[config.mk]
export PLATFORM = sky130hd
export DESIGN_NAME = ctrl_pipe_unit
export DESIGN_NICKNAME = d
export VERILOG_FILES = /design/src/rtl/ctrl_pkg.sv /design/src/rtl/ctrl_decode.sv /design/src/rtl/ctrl_pipe_unit.sv
export SDC_FILE = /design/constraint.sdc
export NUM_CORES = 1
export LEC_CHECK = 0
export CAP_MARGIN = 40
export CORE_MARGIN = 2
export CORE_UTILIZATION = 38
export DETAILED_ROUTE_END_ITERATION = 8
export PLACE_DENSITY = 0.79
export SYNTH_ARGS = -nofsm -noshare
export SYNTH_HDL_FRONTEND = slang
export SYNTH_SLANG_ARGS = --single-unit
[constraint.sdc]
create_clock -name clk -period 4.35 [get_ports clk]
set_input_delay 1.305 -clock clk [delete_from_list [all_inputs] [get_ports clk]]
set_output_delay 1.305 -clock clk [all_outputs]
set_load 0.005 [all_outputs]
[src/rtl/ctrl_pkg.sv]
// Shared control definitions for the ID-stage controller: opcodes, ALU-op
// encodings, the ID/EX control bundle and the sequencer state type.
package ctrl_pkg;

  localparam logic [7:0] OP_ADD  = 8'h08;
  localparam logic [7:0] OP_MUL  = 8'h18;
  localparam logic [7:0] OP_ADDI = 8'h03;
  localparam logic [7:0] OP_SW   = 8'h19;
  localparam logic [7:0] OP_LW   = 8'h31;
  localparam logic [7:0] OP_JAL  = 8'h04;

  localparam logic [3:0] ALU_ADD = 4'b0000;
  localparam logic [3:0] ALU_MUL = 4'b0010;

  localparam logic [1:0] SRC_REG = 2'b00;
  localparam logic [1:0] SRC_IMM = 2'b01;

  localparam logic [1:0] WB_SEL0 = 2'b00;
  localparam logic [1:0] WB_SEL1 = 2'b01;
  localparam logic [1:0] WB_LINK = 2'b10;

  typedef struct packed {
    logic [1:0] alu_src;
    logic [3:0] alu_op;
    logic       mem_read;
    logic       mem_write;
    logic [1:0] mem_to_reg;
    logic       reg_write;
  } ctrl_bundle_t;

  localparam ctrl_bundle_t CTRL_NOP = '0;

  typedef enum logic {
    IDLE,
    MUL_BUSY
  } state_t;

endpackage

[src/rtl/ctrl_decode.sv]
// Combinational opcode decoder: control bundle plus rs2-use, MUL and JAL flags.
// Unknown opcodes decode to an all-zero NOP.
module ctrl_decode
  import ctrl_pkg::*;
#(
  parameter int OP_W = 8
) (
  input  logic [OP_W-1:0] op,
  output ctrl_bundle_t    ctrl,
  output logic            uses_rs2,
  output logic            is_mul,
  output logic            is_jal
);

  // NOTE: every output gets a default before the case so no path leaves one
  // unassigned; a missing default here would infer a latch.
  always_comb begin
    ctrl     = CTRL_NOP;
    uses_rs2 = 1'b0;
    is_mul   = 1'b0;
    is_jal   = 1'b0;
    case (op)
      OP_W'(OP_ADD): begin
        ctrl.alu_op    = ALU_ADD;
        ctrl.reg_write = 1'b1;
        uses_rs2       = 1'b1;
      end
      OP_W'(OP_MUL): begin
        ctrl.alu_op    = ALU_MUL;
        ctrl.reg_write = 1'b1;
        uses_rs2       = 1'b1;
        is_mul         = 1'b1;
      end
      OP_W'(OP_ADDI): begin
        ctrl.alu_src    = SRC_IMM;
        ctrl.mem_to_reg = WB_SEL1;
        ctrl.reg_write  = 1'b1;
      end
      OP_W'(OP_SW): begin
        ctrl.alu_src   = SRC_IMM;
        ctrl.mem_write = 1'b1;
        uses_rs2       = 1'b1;
      end
      OP_W'(OP_LW): begin
        ctrl.alu_src    = SRC_IMM;
        ctrl.mem_read   = 1'b1;
        ctrl.mem_to_reg = WB_SEL1;
        ctrl.reg_write  = 1'b1;
      end
      OP_W'(OP_JAL): begin
        ctrl.mem_to_reg = WB_LINK;
        ctrl.reg_write  = 1'b1;
        is_jal          = 1'b1;
      end
      default: ;
    endcase
  end

endmodule

[src/rtl/ctrl_pipe_unit.sv]
// ID-stage controller: decode, ID/EX control register, load-use and MUL stall
// sequencing, JAL redirect. Define CTRL_PERF_EN to build the stall counter.
module ctrl_pipe_unit
  import ctrl_pkg::*;
#(
  parameter int OP_W    = 8,
  parameter int REG_AW  = 5,
  parameter int MUL_LAT = 3,
  parameter int CNT_W   = 16
) (
  input  logic              clk,
  input  logic              rst,
  input  logic              id_valid,
  input  logic [OP_W-1:0]   id_op,
  input  logic [REG_AW-1:0] id_rs1,
  input  logic [REG_AW-1:0] id_rs2,
  input  logic [REG_AW-1:0] id_rd,
  output logic              stall,
  output logic              pc_src,
  output logic              flush_if,
  output logic              ex_hold,
  output logic [1:0]        ex_alu_src,
  output logic [3:0]        ex_alu_op,
  output logic              ex_mem_read,
  output logic              ex_mem_write,
  output logic [1:0]        ex_mem_to_reg,
  output logic              ex_reg_write,
  output logic [REG_AW-1:0] ex_rd,
  output logic [CNT_W-1:0]  stall_cnt
);

  localparam int CW = (MUL_LAT > 1) ? $clog2(MUL_LAT) : 1;

  ctrl_bundle_t      dec_ctrl;
  logic              dec_rs2;
  logic              dec_mul;
  logic              dec_jal;

  state_t            state_q, state_d;
  logic [CW-1:0]     cnt_q, cnt_d;
  ctrl_bundle_t      ex_ctrl_q, ex_ctrl_d;
  logic [REG_AW-1:0] ex_rd_q, ex_rd_d;
  logic              ex_load;
  logic              stall_c, hold_c, jump_c;
  logic              load_use;

  ctrl_decode #(.OP_W(OP_W)) u_decode (
    .op       (id_op),
    .ctrl     (dec_ctrl),
    .uses_rs2 (dec_rs2),
    .is_mul   (dec_mul),
    .is_jal   (dec_jal)
  );

  assign load_use = ex_ctrl_q.mem_read && (ex_rd_q != '0) &&
                    ((ex_rd_q == id_rs1) || (dec_rs2 && (ex_rd_q == id_rs2)));

  always_comb begin
    state_d   = state_q;
    cnt_d     = cnt_q;
    ex_load   = 1'b1;
    ex_ctrl_d = CTRL_NOP;
    ex_rd_d   = '0;
    stall_c   = 1'b0;
    hold_c    = 1'b0;
    jump_c    = 1'b0;
    case (state_q)
      MUL_BUSY: begin
        stall_c = 1'b1;
        hold_c  = 1'b1;
        ex_load = 1'b0;
        cnt_d   = cnt_q - CW'(1);
        if (cnt_q == CW'(1)) state_d = IDLE;
      end
      default: begin
        // A load-use stall leaves ex_*_d at the bubble default.
        if (load_use) begin
          stall_c = 1'b1;
        end else if (id_valid) begin
          ex_ctrl_d = dec_ctrl;
          ex_rd_d   = dec_ctrl.reg_write ? id_rd : '0;
          jump_c    = dec_jal;
          if (dec_mul && (MUL_LAT > 1)) begin
            state_d = MUL_BUSY;
            cnt_d   = CW'(MUL_LAT - 1);
          end
        end
      end
    endcase
  end

  // Front-end controls are forced low while reset is held so nothing redirects
  // or stalls the fetch during reset.
  assign stall    = stall_c & ~rst;
  assign ex_hold  = hold_c  & ~rst;
  assign pc_src   = jump_c  & ~rst;
  assign flush_if = jump_c  & ~rst;

  // NOTE: state registers use non-blocking assignments so every flop samples
  // the pre-edge values regardless of block evaluation order.
  always_ff @(posedge clk or posedge rst) begin
    if (rst) begin
      state_q   <= IDLE;
      cnt_q     <= '0;
      ex_ctrl_q <= CTRL_NOP;
      ex_rd_q   <= '0;
    end else begin
      state_q <= state_d;
      cnt_q   <= cnt_d;
      if (ex_load) begin
        ex_ctrl_q <= ex_ctrl_d;
        ex_rd_q   <= ex_rd_d;
      end
    end
  end

  assign ex_alu_src    = ex_ctrl_q.alu_src;
  assign ex_alu_op     = ex_ctrl_q.alu_op;
  assign ex_mem_read   = ex_ctrl_q.mem_read;
  assign ex_mem_write  = ex_ctrl_q.mem_write;
  assign ex_mem_to_reg = ex_ctrl_q.mem_to_reg;
  assign ex_reg_write  = ex_ctrl_q.reg_write;
  assign ex_rd         = ex_rd_q;

`ifdef CTRL_PERF_EN
  logic [CNT_W-1:0] stall_cnt_q;

  always_ff @(posedge clk or posedge rst) begin
    if (rst) begin
      stall_cnt_q <= '0;
    end else if (stall && (stall_cnt_q != '1)) begin
      stall_cnt_q <= stall_cnt_q + CNT_W'(1);
    end
  end

  assign stall_cnt = stall_cnt_q;
`else
  assign stall_cnt = '0;
`endif

endmodule

---- Word-level counts from Yosys, hierarchy flattened ----
Cells that the tools add are included.
storage, ports and cells
  flip-flop bits (word level) ............. 19
  bits in latches ......................... 0
  memory bits (writable) .................. 0
  memory bits (read-only) ................. 0
  output and inout bits ................... 36
  logic and storage cells ................. 65
  memories ................................ 0
cells by class
  add/subtract/negate cells ............... 1
  multipliers ............................. 0
  div/mod/pow operators ................... 0
  order comparisons ....................... 0
  eq/ne operators ......................... 10
  shifts and indexed selects .............. 0
  muxes and demuxes ....................... 29
  bitwise operators ....................... 4
  reduce and logical (&&, ||, !) cells .... 12
operators by type and width
  operator                                              count
  two-way mux 11 bit                                    2
  two-way mux 1 bit                                     18
  equality test 8 x 5 -> 1 bit (second input constant)  2
  two-way mux 5 bit                                     3
  equality test 5 bit                                   2
  two-way mux 2 bit                                     5
  equality test 8 x 2 -> 1 bit (second input constant)  1
  equality test 8 x 3 -> 1 bit (second input constant)  1
  equality test 8 x 4 -> 1 bit (second input constant)  1
  equality test 8 x 6 -> 1 bit (second input constant)  1
  OR reduction 3 bit                                    2
  nonzero test 5 bit                                    1
  OR reduction 5 bit                                    1
  one-hot mux 2 bit (2 select lines)                    1
  nonzero test 2 bit                                    2
  AND 1 bit                                             3
  logical AND 1 bit                                     3
  AND reduction 3 bit                                   1
  equality test 2 x 1 -> 1 bit (second input constant)  1
  != test 2 bit (second input constant)                 1
  OR reduction 2 bit                                    1
  subtractor 2 x 1 -> 2 bit (second input constant)     1
  logical OR 1 bit                                      1
  inverter 1 bit                                        1

---- Longest topological paths before layout ----
  word-level depth ........................ 9
  depth in mapped cells ................... 7

---- Cells and area by module ----
Synthesis repeated with hierarchy kept, for this count alone.
unflattened totals
  cell total of the unflattened synthesis .. 128
  area, all modules ....................... 1268.7 sq um
modules (own cells, without submodules)
  module          instances  cells an instance  area each (sq um)
  ctrl_pipe_unit  1          99                 1084.8
  ctrl_decode     1          29                 183.9

---- Worst setup path before layout ----
Ideal clock, no wire load.
  kind .................................... input -> output
  start point ............................. in id_op[5]
  end point ............................... out pc_src
  arrival ................................. 2571 ps
  data required time ...................... 3045 ps
  slack ................................... 474 ps
  stages on the path ...................... 7
  path buffers ............................ 2
  cell sequence ........................... nor2_1 nand3_1 a2111oi_4 o221a_4 buf_6 nor3_1 buf_4
on the way
  cells in the longest elaborated chain, start to end .. 9
  elaborated cells on any way between the ends .. 14
RTL lines
  element                                                                       line                  text
  start: declaration                                                            ctrl_pipe_unit.sv:14  input logic [OP_W-1:0] id_op,
  equality test 8 x 4 -> 1 bit or equality test 8 x 5 -> 1 bit (tied branches)  ctrl_decode.sv:22     case (op)
  OR reduction 3 bit (no line)                                                  -
  two-way mux 1 bit                                                             ctrl_decode.sv:22
  logical AND 1 bit                                                             ctrl_pipe_unit.sv:56  ((ex_rd_q == id_rs1) || (dec_rs2 && (ex_rd_q == id_rs2)));
  logical OR 1 bit                                                              ctrl_pipe_unit.sv:56
  logical AND 1 bit                                                             ctrl_pipe_unit.sv:55  assign load_use = ex_ctrl_q.mem_read && (ex_rd_q != '0) &&
  two-way mux 1 bit (*)                                                         ctrl_pipe_unit.sv:77  if (load_use) begin
  two-way mux 1 bit (*)                                                         ctrl_pipe_unit.sv:67  case (state_q)
  AND 1 bit (*)                                                                 -
  end: declaration                                                              ctrl_pipe_unit.sv:19  output logic pc_src,
Mark *: on every way between the ends. The rest lies on a longest branch, timed or not.

---- Worst setup path in the final report ----
  start point ............................. in id_op[3]
  end point ............................... out flush_if
on the way
  cells in the longest elaborated chain, start to end .. 9
  elaborated cells on any way between the ends .. 14
RTL lines
  element                                                                       line                  text
  equality test 8 x 4 -> 1 bit or equality test 8 x 5 -> 1 bit (tied branches)  ctrl_decode.sv:22
  OR reduction 3 bit (no line)                                                  -
  two-way mux 1 bit                                                             ctrl_decode.sv:22
  logical AND 1 bit                                                             ctrl_pipe_unit.sv:56
  logical OR 1 bit                                                              ctrl_pipe_unit.sv:56
  logical AND 1 bit                                                             ctrl_pipe_unit.sv:55
  two-way mux 1 bit (*)                                                         ctrl_pipe_unit.sv:77
  two-way mux 1 bit (*)                                                         ctrl_pipe_unit.sv:67
  AND 1 bit (*)                                                                 ctrl_pipe_unit.sv:97  assign flush_if = jump_c & ~rst;
  end: declaration                                                              ctrl_pipe_unit.sv:20  output logic flush_if,
Marks and branches as above.

==> results summary <==
The number of search-and-repair iterations in the first detailed-routing pass came out at 4. For the pin with the worst max-slew slack, the measured transition is 0.547 ns. The final setup violation count is 0.

The average size of a mapped cell is 9.28 um2. The min-delay analysis places its worst path in the category reg2reg. The synthesized design devotes to its leading area cell type 33.4% of total area. The clock tree root buffer cell is clkbuf_4. Data on the critical path arrives at its endpoint at 2.96 ns. The period utilization came out at 98.0%. STA classifies the critical path endpoint as an output port.

Data on the critical path is required at its endpoint by 3.04 ns. The clock input transition at the sequential cells of the worst setup and hold paths is 0.08 ns. The x dimension of the die came out at 58.3 um. In this run, the number of DRC markers left after iteration 0 of detailed routing was 16. The average wire length per cell after detail routing is 13.4 um. For hold timing, the worst endpoint is ex_mem_write. The core area is 2780 um2. The clock period minus final worst setup slack is 4.26 ns. Entering global routing, the biggest net connects 16 pins. The library cell used most frequently in the layout, excluding fill and tap cells, is clkdlybuf4s50_1. The library cells used most frequently in the layout, excluding fill and tap cells, are clkdlybuf4s50_1 (36), conb_1 (20), dfrtp_1 (15). In the routed layout, each cell is associated on average with a via count of 4.86. The power density relative to cell area came out at 193 nW/um2. The final total negative setup slack is 0 ns.

The wire length of the first global-routing pass is 4220 um. The startpoint of the worst register-to-register path is ex_rd[2]. The number of hold violations in the final report was 0. The initial antenna violation count is 0. The synthesized netlist cell count is 121. The global-route total usage across every layer is 16.1%.

The clock passes through at most 2 buffers. The clock latency on the worst-skew pair came out at 0.28 ns. The critical path in this run is classified as in2out. The achievable clock frequency is 0.235 GHz. After synthesis the netlist holds a flip-flop and latch count of 15. In this run the most critical hold path is launched from ex_mem_write. The design area came out at 1610 um2. The die is 58.3 um tall. The total clock buffers created by CTS came out at 3.

During placement, the flow inserted port buffers numbering 41. In this run the static leakage power is 0.725 nW. Row generation in the floorplan step produced 19 rows. The area of placed instances is 1540 um2. The synthesized design contains 0 enable-type register cells.

The die area came out at 3400 um2. Of all nets on the critical path, the largest fanout is 2. The tool flagged a number of max-cap violations equal to 0. The worst register-to-register path ends at ex_rd[3].

The run finished with clean final reports. For this design, the sink count on the clock tree is 15. The smallest setup slack after layout is 0.0858 ns. The distinct cell type count of the synthesized netlist is 34.

The ratio of cells with drive above 1 in the final layout is 18.0%. The repair_antennas step left the layout with diodes totalling 0. The clock tree skew after final layout is 0.00348 ns. The pre-CTS setup slack is -0.421 ns. The sequential element share of the synthesized area came out at 33.4%.

62 I/O pins were placed. The post-DP HPWL is 2120 um. After detailed routing, the number of remaining DRC violations is 0.

The number of global-route vias before repair is 967. The Yosys step of the flow raised 0 warnings. By area the synthesized netlist is led by dfrtp_1 (33%), buf_4 (14%), xnor2_1 (5.5%), o41ai_4 (4.9%), nand2_1 (4.7%). The mapped netlist covers 1120 um2. The worst slack on hold paths came out at 0.488 ns. The residual overflow from global routing is 0. Among all flip-flop cells after synthesis, the most frequent one is dfrtp_1. The number of levels the H-tree was split into is 1. The area growth from synthesis to layout is 43.5%. For this design, the CTS-stage hold fixing added 0 buffers.

STA classifies the critical path startpoint as an input port. Of all cell types, the one taking the most synthesized area is dfrtp_1. The congestion estimate from routability-driven global placement came to 0.819. The worst pin sits at a relative slew slack of 63.5%. TritonCTS built the clock tree. The cell count of the worst hold path is 2. The starting density of the core is 40.4%.

Setup repair after global routing left no endpoint under its margin. The total detailed-routing wirelength came out at 2730 um. Measured in cells, the most critical reg-to-reg path has a length of 4. The setup slack of the worst register-to-register path came out at 2.36 ns. The async set-or-reset flop fraction in the synthesized netlist came out at 100%. The post-layout net count came out at 200. The total via count in the routed design is 987.

The number of max-slew violations in the final report was 0. The flip-flop count of the largest register, all copies and words added is 5. The largest voltage drop on the vdd net is 0.157 mV. The count of nets left with antenna violations once routing finished came out at 0.
-- layout make-up --
| type | instances | area, um2 |
|---|---|---|
| Tap cell | 31 | 38.8 |
| Inverter | 9 | 33.8 |
| Timing Repair Buffer | 53 | 490 |
| Multi-Input combinational cell | 91 | 646 |
| Sequential cell | 15 | 375 |
| Clock buffer | 4 | 26.3 |
| Fill cell | 254 | 1170 |
-- power by group --
| group | switching, mW | total (mW) | leakage (nW) | internal (mW) |
|---|---|---|---|---|
| combinational | 0.0360 | 0.0786 | 0.503 | 0.0426 |
| sequential | 0.00688 | 0.156 | 0.206 | 0.149 |
| clock | 0.0414 | 0.0770 | 0.0150 | 0.0356 |
-- synth_stat cells, types with 2 or more instances --
| cell | number |
|---|---|
| nand3_1 | 2 |
| buf_4 | 21 |
| dfrtp_1 | 15 |
| a21oi_1 | 3 |
| or3_1 | 2 |
| o41ai_1 | 5 |
| xor2_1 | 4 |
| nand4_1 | 3 |
| xnor2_1 | 7 |
| nand2_1 | 14 |
| clkbuf_1 | 3 |
| o41ai_4 | 2 |
| o21ai_0 | 3 |
| nor2_1 | 6 |
| nor3_1 | 4 |
| inv_1 | 9 |
-- worst max-delay path: stages --
cell	delay, ns
clkdlybuf4s50_1	0.48
nor2b_4	0.18
nand3_4	0.09
a2111oi_4	0.36
buf_4	0.17
o221a_4	0.20
nor3_2	0.05
buf_2	0.12
-- cells by family (layout without fill, tap and decap cells) --
family,count (synthesis),count (layout),synth area share (%)
flops,15,15,33.4
compound gates,21,21,20.3
fa+ha+maj,1,1,1.11
buf+inv,34,66,19.1
mux,1,1,0.892
simple gates,37,37,16.3
xor+xnor,11,11,8.58
other cells,1,20,0.334
-- layer usage --
layer / global-route usage, % / part of all wire (%) / vias to the layer above
li1: - / - / 483
met1: 17.5 / 37 / 455
met2: 29.7 / 54 / 43
met3: 2.42 / 6.9 / 6
met4: 8.64 / 1.8 / 0
met5: 0 / 0 / -
-- per-stage QoR --
stage / std cells / utilization (%) / total power [mW]
floorplan: 140 / - / 0.206
global placement: 195 / 54.7 / 0.227
detailed placement: 196 / 55.3 / 0.233
CTS: 202 / 56.8 / 0.312
global route: 203 / 57.9 / 0.331
finish: 203 / 57.9 / 0.311
-- worst max-delay path by stage --
stage,from,end,slack (ns),depth (start not counted)
after floorplan,id_op[5],pc_src,0.47,7
after global placement,id_op[3],stall,-0.30,7
after detailed placement,id_op[3],stall,-0.42,7
after CTS,id_rs2[3],stall,0.05,8
after global routing,id_op[3],stall,0.0003,8
final,id_op[3],flush_if,0.09,8
-- repair_timing --
item,in CTS,in global routing
setup endpoints to repair,3,3
setup buffers,2,1
pin swaps,8,1
gates resized for setup,18,5
hold endpoints to repair,0,0
Note: power is estimated with default switching activity, not from simulation.
